==> src/rtl/pipeline_hazard_controller_pkg.sv <==
// Shared types and constants for the pipeline hazard controller: forward-select
// encodings, register-index width and the shadow stage-slot record.
package pipe_pkg;

  localparam int unsigned REG_W = 5;

  localparam logic [1:0] FWD_RF  = 2'b00;
  localparam logic [1:0] FWD_WB  = 2'b01;
  localparam logic [1:0] FWD_MEM = 2'b10;

  typedef struct packed {
    logic             valid;
    logic [REG_W-1:0] rs;
    logic [REG_W-1:0] rt;
    logic [REG_W-1:0] dest;
    logic             regwrite;
    logic             memtoreg;
  } stage_slot_t;

  // A slot produces a usable register result; $0 never counts as a producer.
  function automatic logic writes_reg(input stage_slot_t s);
    return s.valid & s.regwrite & (s.dest != '0);
  endfunction

endpackage

==> src/rtl/pipeline_hazard_controller_fwd_select.sv <==
// Forward-select for one E-stage source operand: compares it against the M and
// W shadow slots, with the younger M result taking priority over W.
module fwd_select
  import pipe_pkg::*;
(
  input  logic             e_valid,
  input  logic [REG_W-1:0] e_src,
  input  stage_slot_t      m_slot,
  input  stage_slot_t      w_slot,
  output logic [1:0]       sel
);

  logic slot_unused;
  assign slot_unused = ^{m_slot.rs, m_slot.rt, m_slot.memtoreg,
                         w_slot.rs, w_slot.rt, w_slot.memtoreg};

  always_comb begin
    sel = FWD_RF;
    if (e_valid) begin
      if (writes_reg(m_slot) && (m_slot.dest == e_src)) begin
        sel = FWD_MEM;
      end else if (writes_reg(w_slot) && (w_slot.dest == e_src)) begin
        sel = FWD_WB;
      end
    end
  end

endmodule

==> src/rtl/pipeline_hazard_controller.sv <==
// Hazard controller for the 5-stage core: shadows E/M/W, drives forwarding,
// load-use stalls, redirect flushes and the memory-wait freeze, plus counters.
module pipeline_hazard_controller
  import pipe_pkg::*;
#(
  parameter int unsigned CNT_W = 16,
  parameter int unsigned REG_W = pipe_pkg::REG_W
) (
  input  logic             clk,
  input  logic             reset,
  input  logic             id_valid,
  input  logic [REG_W-1:0] id_rs,
  input  logic [REG_W-1:0] id_rt,
  input  logic             id_uses_rt,
  input  logic [REG_W-1:0] id_dest,
  input  logic             id_regwrite,
  input  logic             id_memtoreg,
  input  logic             ex_redirect,
  input  logic             mem_wait,
  output logic             stall_f,
  output logic             stall_d,
  output logic             flush_d,
  output logic             flush_e,
  output logic             freeze,
  output logic [1:0]       fwd_a_e,
  output logic [1:0]       fwd_b_e,
  output logic [CNT_W-1:0] stall_count,
  output logic [CNT_W-1:0] flush_count
);

  stage_slot_t      e_q, m_q, w_q;
  stage_slot_t      id_slot;
  logic             load_use;
  logic [CNT_W-1:0] stall_cnt_q, flush_cnt_q;

  always_comb begin
    id_slot          = '0;
    id_slot.valid    = id_valid;
    id_slot.rs       = id_rs;
    id_slot.rt       = id_rt;
    id_slot.dest     = id_dest;
    id_slot.regwrite = id_regwrite;
    id_slot.memtoreg = id_memtoreg;
  end

  assign load_use = e_q.valid & e_q.memtoreg & e_q.regwrite & (e_q.dest != '0) & id_valid &
                    ((e_q.dest == id_rs) | (id_uses_rt & (e_q.dest == id_rt)));

  // Priority: memory freeze, then redirect, then load-use.
  always_comb begin
    freeze  = mem_wait;
    stall_f = mem_wait | (~ex_redirect & load_use);
    stall_d = mem_wait | (~ex_redirect & load_use);
    flush_d = ~mem_wait & ex_redirect;
    flush_e = ~mem_wait & (ex_redirect | load_use);
  end

  always_ff @(posedge clk) begin
    if (reset) begin
      e_q         <= '0;
      m_q         <= '0;
      w_q         <= '0;
      stall_cnt_q <= '0;
      flush_cnt_q <= '0;
    end else if (!mem_wait) begin
      w_q <= m_q;
      m_q <= e_q;
      e_q <= (ex_redirect || load_use) ? '0 : id_slot;
      if (ex_redirect) begin
        if (!(&flush_cnt_q)) flush_cnt_q <= flush_cnt_q + 1'b1;
      end else if (load_use) begin
        if (!(&stall_cnt_q)) stall_cnt_q <= stall_cnt_q + 1'b1;
      end
    end
  end

  assign stall_count = stall_cnt_q;
  assign flush_count = flush_cnt_q;

  fwd_select u_fwd_a (
    .e_valid (e_q.valid),
    .e_src   (e_q.rs),
    .m_slot  (m_q),
    .w_slot  (w_q),
    .sel     (fwd_a_e)
  );

  fwd_select u_fwd_b (
    .e_valid (e_q.valid),
    .e_src   (e_q.rt),
    .m_slot  (m_q),
    .w_slot  (w_q),
    .sel     (fwd_b_e)
  );

endmodule

==> config.mk <==
export PLATFORM = sky130hd
export DESIGN_NAME = pipeline_hazard_controller
export DESIGN_NICKNAME = d
export VERILOG_FILES = /design/src/rtl/pipeline_hazard_controller_pkg.sv /design/src/rtl/pipeline_hazard_controller_fwd_select.sv /design/src/rtl/pipeline_hazard_controller.sv
export SDC_FILE = /design/constraint.sdc
export NUM_CORES = 1
export LEC_CHECK = 0
export ABC_CLOCK_PERIOD_IN_PS = 2400
export BUFFER_PORTS_ARGS = -buffer_cell sky130_fd_sc_hd__buf_2
export CORE_UTILIZATION = 49
export DETAILED_ROUTE_END_ITERATION = 12
export PLACE_DENSITY = 0.77
export SKIP_LAST_GASP = 1
export SYNTH_ARGS = -nofsm -noshare
export SYNTH_HDL_FRONTEND = slang
export SYNTH_SLANG_ARGS = --single-unit
==> constraint.sdc <==
create_clock -name clk -period 2.4 [get_ports clk]
set_input_delay 0.12 -clock clk [delete_from_list [all_inputs] [get_ports clk]]
set_output_delay 0.12 -clock clk [all_outputs]
set_load 0.02 [all_outputs]
* Word level (Yosys, flattened, before mapping)
Index checks and enable logic that the tools add are counted.
** Word-level totals
- Memories :: 0
- RAM bits :: 0
- Bits in read-only memories :: 0
- Bits of input ports :: 23
- Latch bits :: 0
- Flip-flop bits (word level) :: 64
** Operators by class
- Multipliers :: 0
- $add $sub $neg :: 2
- Bitwise operators :: 20
- Equal/unequal tests :: 6
- Multiplexer cells :: 7
- Reduce and logical (&&, ||, !) cells :: 12
- $lt $le $gt $ge :: 0
- Shift-type cells :: 0
- Div/mod/pow operators :: 0
** Operators with widths (count)
- $add 16x1->16 const B :: 2
- $reduce_and 16->1 :: 2
- $eq 5x5->1 :: 6
- $mux 18 :: 1
- $reduce_bool 5->1 :: 3
- $and 1x1->1 :: 13
- $mux 2 :: 4
- $logic_and 1x1->1 :: 4
- $not 1->1 :: 4
- $reduce_and 4->1 :: 1
- $or 1x1->1 :: 3
- $reduce_and 3->1 :: 1
- $mux 1 :: 2
- $logic_or 1x1->1 :: 1

* Logic depth before layout (Yosys ltp)
Gate-level depths: netlist (run 1).
- Depth in word-level cells :: 7
- Gate-level depth with buffers :: 8

* Hierarchy
A second synthesis (run 1) with hierarchy kept.
** Unflattened totals
- Cells, all modules :: 433
- Area total of the unflattened synthesis :: 4048.9 sq um
** Modules (own cells, without submodules)
- pipeline_hazard_controller :: instances 1, area each 3698.5 sq um, cells an instance 387
- fwd_select :: instances 2, area each 175.2 sq um, cells an instance 23

* Worst setup path before layout (run 1)
OpenSTA, ideal clock, no wires.
- Kind :: register to register
- Start point :: register stall_cnt_q[0], in the netlist stall_count[0]
- End point :: register stall_cnt_q[13], in the netlist stall_count[13]
- Data arrival time :: 1.939 ns
- Setup slack :: 0.390 ns
- Cell stages (with the launch flop) :: 9
- Clock period less this slack :: 2.010 ns
- Setup time :: 0.071 ns
- Buffers on the path :: 2
- Cells stage by stage :: dfxtp_1 -> ha_1 -> nand3_1 -> or4_1 -> clkbuf_1 -> nand2_1 -> buf_4 -> or4_1 -> a21oi_1
** Between the ends
- Longest elaborated chain between the ends :: 3
** RTL lines
- start: declaration :: line pipeline_hazard_controller.sv:34 : logic [CNT_W-1:0] stall_cnt_q, flush_cnt_q;
- start signal: assignment :: line pipeline_hazard_controller.sv:72 : if (!(&stall_cnt_q)) stall_cnt_q <= stall_cnt_q + 1'b1;
- parallel branches: the longest is 3 deep, another holds $add 16x1->16
Parallel ways; which one is timed is not known.
A chain may end at the register's enable or synchronous reset.

* Worst setup path after layout (run 1)
- Start point :: register w_q[2] in the netlist's numbering
- End point :: output port fwd_b_e[0]
** Between the ends
- Longest elaborated chain between the ends :: 6
** RTL lines
- start: declaration :: line pipeline_hazard_controller.sv:31 : stage_slot_t e_q, m_q, w_q;
- start signal: assignment :: line pipeline_hazard_controller.sv:66 : w_q <= m_q;
- $reduce_bool 5->1 :: line pipeline_hazard_controller_pkg.sv:22 : return s.valid & s.regwrite & (s.dest != '0);
- $and 1x1->1 :: line pipeline_hazard_controller_pkg.sv:22
- $logic_and 1x1->1 * :: line pipeline_hazard_controller_fwd_select.sv:22 : end else if (writes_reg(w_slot) && (w_slot.dest == e_src)) begin
- $mux 1 * :: line pipeline_hazard_controller_fwd_select.sv:22
- $mux 2 * :: line pipeline_hazard_controller_fwd_select.sv:20 : if (writes_reg(m_slot) && (m_slot.dest == e_src)) begin
- $mux 2 * :: line pipeline_hazard_controller_fwd_select.sv:19 : if (e_valid) begin
- end: declaration :: line pipeline_hazard_controller.sv:26 : output logic [1:0] fwd_b_e,
Every way passes the cells marked *; elsewhere a longest branch is shown, timed or not.

==> impl_results.md, run 1 <==
* Post-synth ARST share at 0%
* Cell area after synthesis at approximately 3100 um2
* Final core occ at about three fifths
* Clock share of power at between 40% and 50%
* Die area at roughly 6700 um2
* Delay-heaviest family, CP: simple AND/OR/NAND/NOR gates
* Maxcap violations at 0
* Total congestion overflow at 0
* First DRT Iteration DRCs at between 100 and 150
* Fmax at 452 MHz
* R2R setup slack at ~240 ps
* Final setup fails at 0
* Status: finished, final reports clean
* Critical Path AT at 2090 ps
* Most common cell after layout, fill and taps aside: dfxtp_1
* CP endpoint: fwd_b_e[0]
* Worst endpoint required time at approximately 2300 ps
* Vias in the first global route at ~2,500
* Wirelength per Cell at 15.0 um
* Core Area at between 6000 and 7000 um2
* NetSw at 502 uW
* Critical setup path kind: reg -> out
* Class of the worst hold path: in -> reg
* Final cell count without fillers at just under 500
* Synth Area per Inst at about 9 um2
* Levels on crit path at 5
* Worst clock skew at about 6.5 ps
* Synth unique cells at 39
* TritonCTS Buffers at 9
* Critical path's slowest cell: or4_1
* Placed cells at ~470
* Pre-CTS WS at roughly 250 ps
* GRT Util Overall at between 20% and 30%
* TNS Setup at 0 ps
* Startpoint types: flop
* Combinational Power Share at between 7 and 8%
* Number of diodes at 0
* RSZ-0062 raised after global routing: no
* Crit path from: w_q[2]
* First-pass GRT wire length at about 12,000 um
* Layout cells sized above 1 at 21.0%
* Reg power frac at 50.5%
* Synth Area in Adders at 0.798%
* TritonCTS clock tree: yes
* Max IR drop VDD at 331 uV
* Main combinational cell family by area after synthesis: simple AND/OR/NAND/NOR gates
* Total internal power at approximately 1700 uW
* TritonRoute pass-1 iters at 4
* Post-DRT Antenna Nets at 0
* Worst-Skew Late Latency at between 300 and 400 ps
* Synth-to-layout area growth at 18.6%
* Multi-input logic area at 1740 um2
* Min-delay src: id_memtoreg
* # clock sinks at between 60 and 70
* Most frequent cells in the layout: 64 x dfxtp_1, 63 x buf_2, 37 x nor2_1
* Net Sw Frac at 23.0%
* Initial antenna violation count at 0
* CP peak stage delay at about 570 ps
* Post-Route WL at about 7300 um
* Initial Util at 51.7%
* Min Tclk post-route at between 2000 and 2500 ps
* Mux cell area share after synthesis at 6.15%
* Final Hold Slack at ~17 ps
* Simple-Gate Fraction of Synth Area at 23.0%
* EDFF count, synth at 0
* Cell Rows at 28
* Synth Register Bits at 64
* Post-Synth XOR/XNOR Area at 11.5%
* Storage cell area at around 1300 um2
* Post-CTS Setup Bufs at 0
* Die Height at 82.0 um
* Buffers & Inverters on Critical Path at 1
* Die W at between 80 and 90 um
* P per Cell Area at slightly below 600 nW/um2
* Layout fillers at 537
* R2r startpoint: stall_count[0]
* Yosys warnings at 0
* Final Hold Fails at 0
* Most frequent CP cell: or4_1
* Seq/Total Area, Yosys at 40.9%
* R2R cell count at 6
* HPWL reported at the end of detailed placement at approximately 5300 um
* CTS H-tree lvls at 3
* Nets at roughly 440
* Static Leakage at 0.00161 uW
* Worst R2R End: stall_count[11]
* IO Port Bufs at 63
* Clock Path Buffers at 2
* CP max FO at 4
* Post-Syn Instances at ~350
* Final period utilization at between 90% and 100%
* Post-synth top flop: dfxtp_1
* DRC Markers at 0
* Clock-pin slew on the worst setup and hold paths at 60 ps
* CP Capture Type: output port
* DR vias at ~2,800
* Top Ports at between 60 and 70
* Mapped Nets at about 370
* Largest net degree at the start of global routing at 32
* Post-synthesis compound-gate area fraction at approximately 14%
* GP Congestion at 1.01
* Worst-path cell chain: or4_1 -> o2111ai_1 -> or4_1 -> nor4_1 -> buf_2
* Fin worst setup slack at around 190 ps
* Clock root cell: clkbuf_8
* Vias per inst at approximately 5.8
* Actual slew at the worst max-slew pin at between 600 and 700 ps
* Worst slew margin at 57.1%
* Fin. max-slew vios at 0
==> worst min path at each step <==
stage	endpoint	slack, ps	cells after the start
floorplan	e_q[10]	250	1
global placement	e_q[0]	340	2
detailed placement	e_q[1]	350	2
CTS	e_q[3]	0.9	2
global route	e_q[4]	3	2
finish	e_q[0]	20	2
==> synthesized netlist by cell type (5+ instances only) <==
| master | count | area [um2] |
|---|---|---|
| dfxtp_1 | 64 | 1280 |
| nand4_1 | 11 | 68.8 |
| nand2_1 | 8 | 30.0 |
| xnor2_1 | 9 | 78.8 |
| inv_1 | 5 | 18.8 |
| or3_1 | 5 | 31.3 |
| nor3_1 | 9 | 45.0 |
| xor2_1 | 32 | 280 |
| a21oi_1 | 16 | 80.1 |
| buf_2 | 6 | 30.0 |
| nand3_1 | 18 | 90.1 |
| nor4_1 | 6 | 37.5 |
| mux2i_1 | 17 | 170 |
| or4_1 | 13 | 97.6 |
| nor2_1 | 37 | 139 |
| a22o_1 | 18 | 158 |
| and3_1 | 6 | 37.5 |
| o211ai_1 | 5 | 37.5 |
| o21ai_0 | 8 | 40.0 |
| o31ai_1 | 8 | 60.1 |
| nand2b_1 | 5 | 31.3 |
| clkbuf_1 | 10 | 37.5 |
==> flip-flops by register name, indices dropped and copies added, names as in the netlist <==
signal       cells
w_q              7
flush_count     16
m_q              7
stall_count     16
e_q             18
==> power groups by stage <==
stage | clock (uW) | combinational (uW) | sequential, uW
floorplan | 0 | 102 | 1120
global placement | 0 | 150 | 1130
detailed placement | 0 | 154 | 1130
CTS | 945 | 155 | 1100
global route | 994 | 171 | 1110
finish | 923 | 157 | 1100
==> per-stage QoR <==
step | cell area [um2] | power, uW
floorplan | 3130 | 1220
global placement | 3500 | 1280
detailed placement | 3500 | 1280
CTS | 3710 | 2200
global route | 3720 | 2270
finish | 3720 | 2180
==> layout make-up <==
type,count,share of cell area (%)
multi-input combinational,258,46.7
sequential,64,34.5
timing repair buffer,72,10.4
clock buffer,13,4.27
tap,75,2.52
clock inverter,3,1.08
inverter,5,0.505
==> cell families after synthesis <==
group	count (synthesis)
AO/OA/AOI/OAI	63
XOR/XNOR	41
adder cells (fa/ha/maj)	2
buffers and inverters	26
flip-flops	64
multiplexers	19
AND/OR/NAND/NOR	133
==> routing by layer <==
layer	share of wire [%]	track usage [%]	up-vias
met4	0.76	12.1	0
met2	47	35.7	70
li1	-	-	1395
met5	0	0	-
met3	4.1	4.67	4
met1	48	31.1	1349
==> worst reg2reg max path, stage by stage (launching register included) <==
cell,delay [ps]
dfxtp_1,380
ha_1,190
nand3_1,180
or4_1,650
nand2_1,380
or4_1,180
a21oi_1,60
==> what timing repair did <==
item | CTS | global route
gates resized for setup | 0 | 0
hold buffers | 1 | 1
hold endpoints to repair | 1 | 1
endpoints found under the setup margin | 0 | 1
No activity file was read; power rests on OpenSTA's default activity.
==> run 2, diff against run 1 <==
Settings changed: PLACE_DENSITY 0.77 to 0.76, SYNTH_HIERARCHICAL from default to 1.
==> run 2 against run 1 <==
Effect of this change: the run now ends with DRC left; register-to-register slack worse by 20 ps; clock-buffer cell count is 4 lower; critical path depth is 2 higher; routed wire length is 0.78% higher; global-route usage is 1.7 points lower; critical path type unchanged; critical endpoint is now flush_e; highest routed layer unchanged.
==> impl_results.md, run 2 <==
* Status: finished, violations left
* Violated checks: DRC
* Critical setup path kind: reg -> out
* Multi-input logic area at 1850 um2 (+6.8%)
* Post-CTS Setup Bufs at 0 (unchanged)
* RSZ-0062 raised after global routing: no
* Post-Route WL at 7410 um (+0.78%)
* Max reg flops at 18 (unchanged)
* Initial antenna violation count at 0 (unchanged)
* Most common cell after layout, fill and taps aside: buf_2
* Final setup fails at 0 (unchanged)
* Final Hold Fails at 0 (unchanged)
* TritonRoute pass-1 iters at 8 (+4)
* TNS Setup at 0 ps (unchanged)
* CTS H-tree lvls at 3 (unchanged)
* Worst-path cell chain: xor2_1 -> nor4_2 -> a32oi_1 -> buf_4 -> nand2b_1 -> a21oi_1 -> buf_2
* Storage cell area at 1280 um2 (+0.20%)
* Top Ports at 64 (unchanged)
* Clock root cell: clkbuf_8
* Worst slew margin at 54.3% (-2.8 points)
* Layout fillers at 579 (+7.8%)
* Synth-to-layout area growth at 17.7%
* Maxcap violations at 0 (unchanged)
* Placed cells at 484 (+2.5%)
* Clock Path Buffers at 2 (unchanged)
* TritonCTS Buffers at 9 (unchanged)
* Worst endpoint required time at 2280 ps (about the same)
* Min-delay src: id_rt[0]
* Fmax at 442 MHz (-2.1%)
* Largest net degree at the start of global routing at 29 (-9.4%)
* Die W at 84.1 um (+2.6%)
* Static Leakage at 0.00165 uW (+2.5%)
* CP Capture Type: output port
* Synth Area per Inst at 9.01 um2 (about the same)
* Vias per inst at 5.81 (+1.0%)
* Nets at 449 (+3.2%)
* Worst clock skew at 11.5 ps (+4.99 ps)
* Mapped Nets at 392 (+5.1%)
* Core Area at 6420 um2 (+6.0%)
* Startpoint types: flop
* Final Hold Slack at 22.5 ps (+5.51 ps)
* Min Tclk post-route at 2260 ps (+48.3 ps)
* Class of the worst hold path: in -> reg
* DRC Markers at 10 (+10)
* Critical path's slowest cell: dfxtp_1
* GP Congestion at 0.860 (-15%)
* Final period utilization at 94.3% (+2.0 points)
* Initial Util at 51.5% (-0.24 points)
* Wirelength per Cell at 14.6 um (-2.4%)
* Crit path from: e_q[3]
* Max IR drop VDD at 339 uV (+2.5%)
* First-pass GRT wire length at 12,500 um (+5.0%)
* First DRT Iteration DRCs at 182 (+35%)
* Post-DRT Antenna Nets at 0 (unchanged)
* Layout cells sized above 1 at 22.6% (+1.6 points)
* Clock-pin slew on the worst setup and hold paths at 80 ps (+20 ps)
* Pre-CTS WS at 239 ps (-11.5 ps)
* Fin. max-slew vios at 0 (unchanged)
* Post-Syn Instances at 367 (+5.5%)
* IO Port Bufs at 63 (unchanged)
* HPWL reported at the end of detailed placement at 5440 um (+1.9%)
* Placed cell area at 3620 um2 (+3.4%)
* CP peak stage delay at 370 ps (-200 ps)
* Number of diodes at 0 (unchanged)
* R2r startpoint: stall_count[7]
* GRT Util Overall at 21.8% (-1.7 points)
* Fin worst setup slack at 137 ps (-48.3 ps)
* Actual slew at the worst max-slew pin at 686 ps (+42.5 ps)
* Yosys warnings at 6 (+6)
* Cell area after layout at 3890 um2 (+4.6%)
* Cell Rows at 29 (+3.6%)
* Biggest register: e_q
* Final cell count without fillers at 506 (+3.3%)
* Cell area after synthesis at 3310 um2 (+5.5%)
* Die Height at 84.1 um (+2.6%)
* P per Cell Area at 569 nW/um2 (-3.2%)
* Critical Path AT at 2140 ps (+50 ps)
* Total congestion overflow at 0 (unchanged)
* Vias in the first global route at 2,716 (+8.4%)
* CP max FO at 28 (+24)
* Die area at 7080 um2 (+5.3%)
* # clock sinks at 64 (unchanged)
* TritonCTS clock tree: yes
* Most frequent cells in the layout: 63 x buf_2, 62 x dfxtp_1, 40 x nor2_1
* Worst-Skew Late Latency at 340 ps (about the same)
* DR vias at 2,940 (+4.3%)
[run 2: final timing paths]
path | endpoint | slack [ps] | cells past startpoint
worst max-delay path | flush_e | 140 | 7
worst min-delay path | e_q[7] | 20 | 2
worst max register to register | stall_count[0] | 220 | 5
worst min register to register | stall_count[11] | 510 | 2
[run 2: repair_timing]
| action | 4_1_cts | 5_1_grt |
|---|---|---|
| endpoints found under the hold margin | 6 | 0 |
| gates resized for setup | 0 | 4 |
| hold buffers | 6 | 0 |
| endpoints found under the setup margin | 0 | 3 |
[run 2: where the power goes]
part | internal (uW) | switching [uW] | total (uW)
combinational | 74.8 | 91.3 | 166
clock | 490 | 449 | 939
sequential | 1080 | 28.5 | 1110
[run 2: cell type report]
type / instances / area share [%]
Clock inverter: 7 / 1.99
Sequential cell: 64 / 33.0
Clock buffer: 9 / 3.18
Timing Repair Buffer: 74 / 10.6
Tap cell: 77 / 2.48
Inverter: 11 / 1.06
Multi-Input combinational cell: 264 / 47.7
[run 2: per-layer routing]
metal / GRT usage, % / vias up / wire, um
met4: 8.15 / 0 / 106
li1: - / 1451 / -
met3: 5.11 / 10 / 378
met2: 34.9 / 84 / 3450
met5: 0 / - / 0
met1: 28.6 / 1395 / 3480
[run 2: worst max-delay path, delay by kind of cell (launching register included)]
family                    cells  cell delay [ps]
DFF                           1              370
and+or+nand+nor               2              440
AOI/OAI and AO/OA             2              360
xor gates and xnor gates      1              190
buffers and inverters         2              450
[run 2: metrics by stage]
step,utilization [%],total power (uW)
3_5_place_dp,56.3,1290
6_report,60.6,2210
2_1_floorplan,-,1240
5_1_grt,60.6,2310
4_1_cts,60.4,2240
3_3_place_gp,56.3,1280
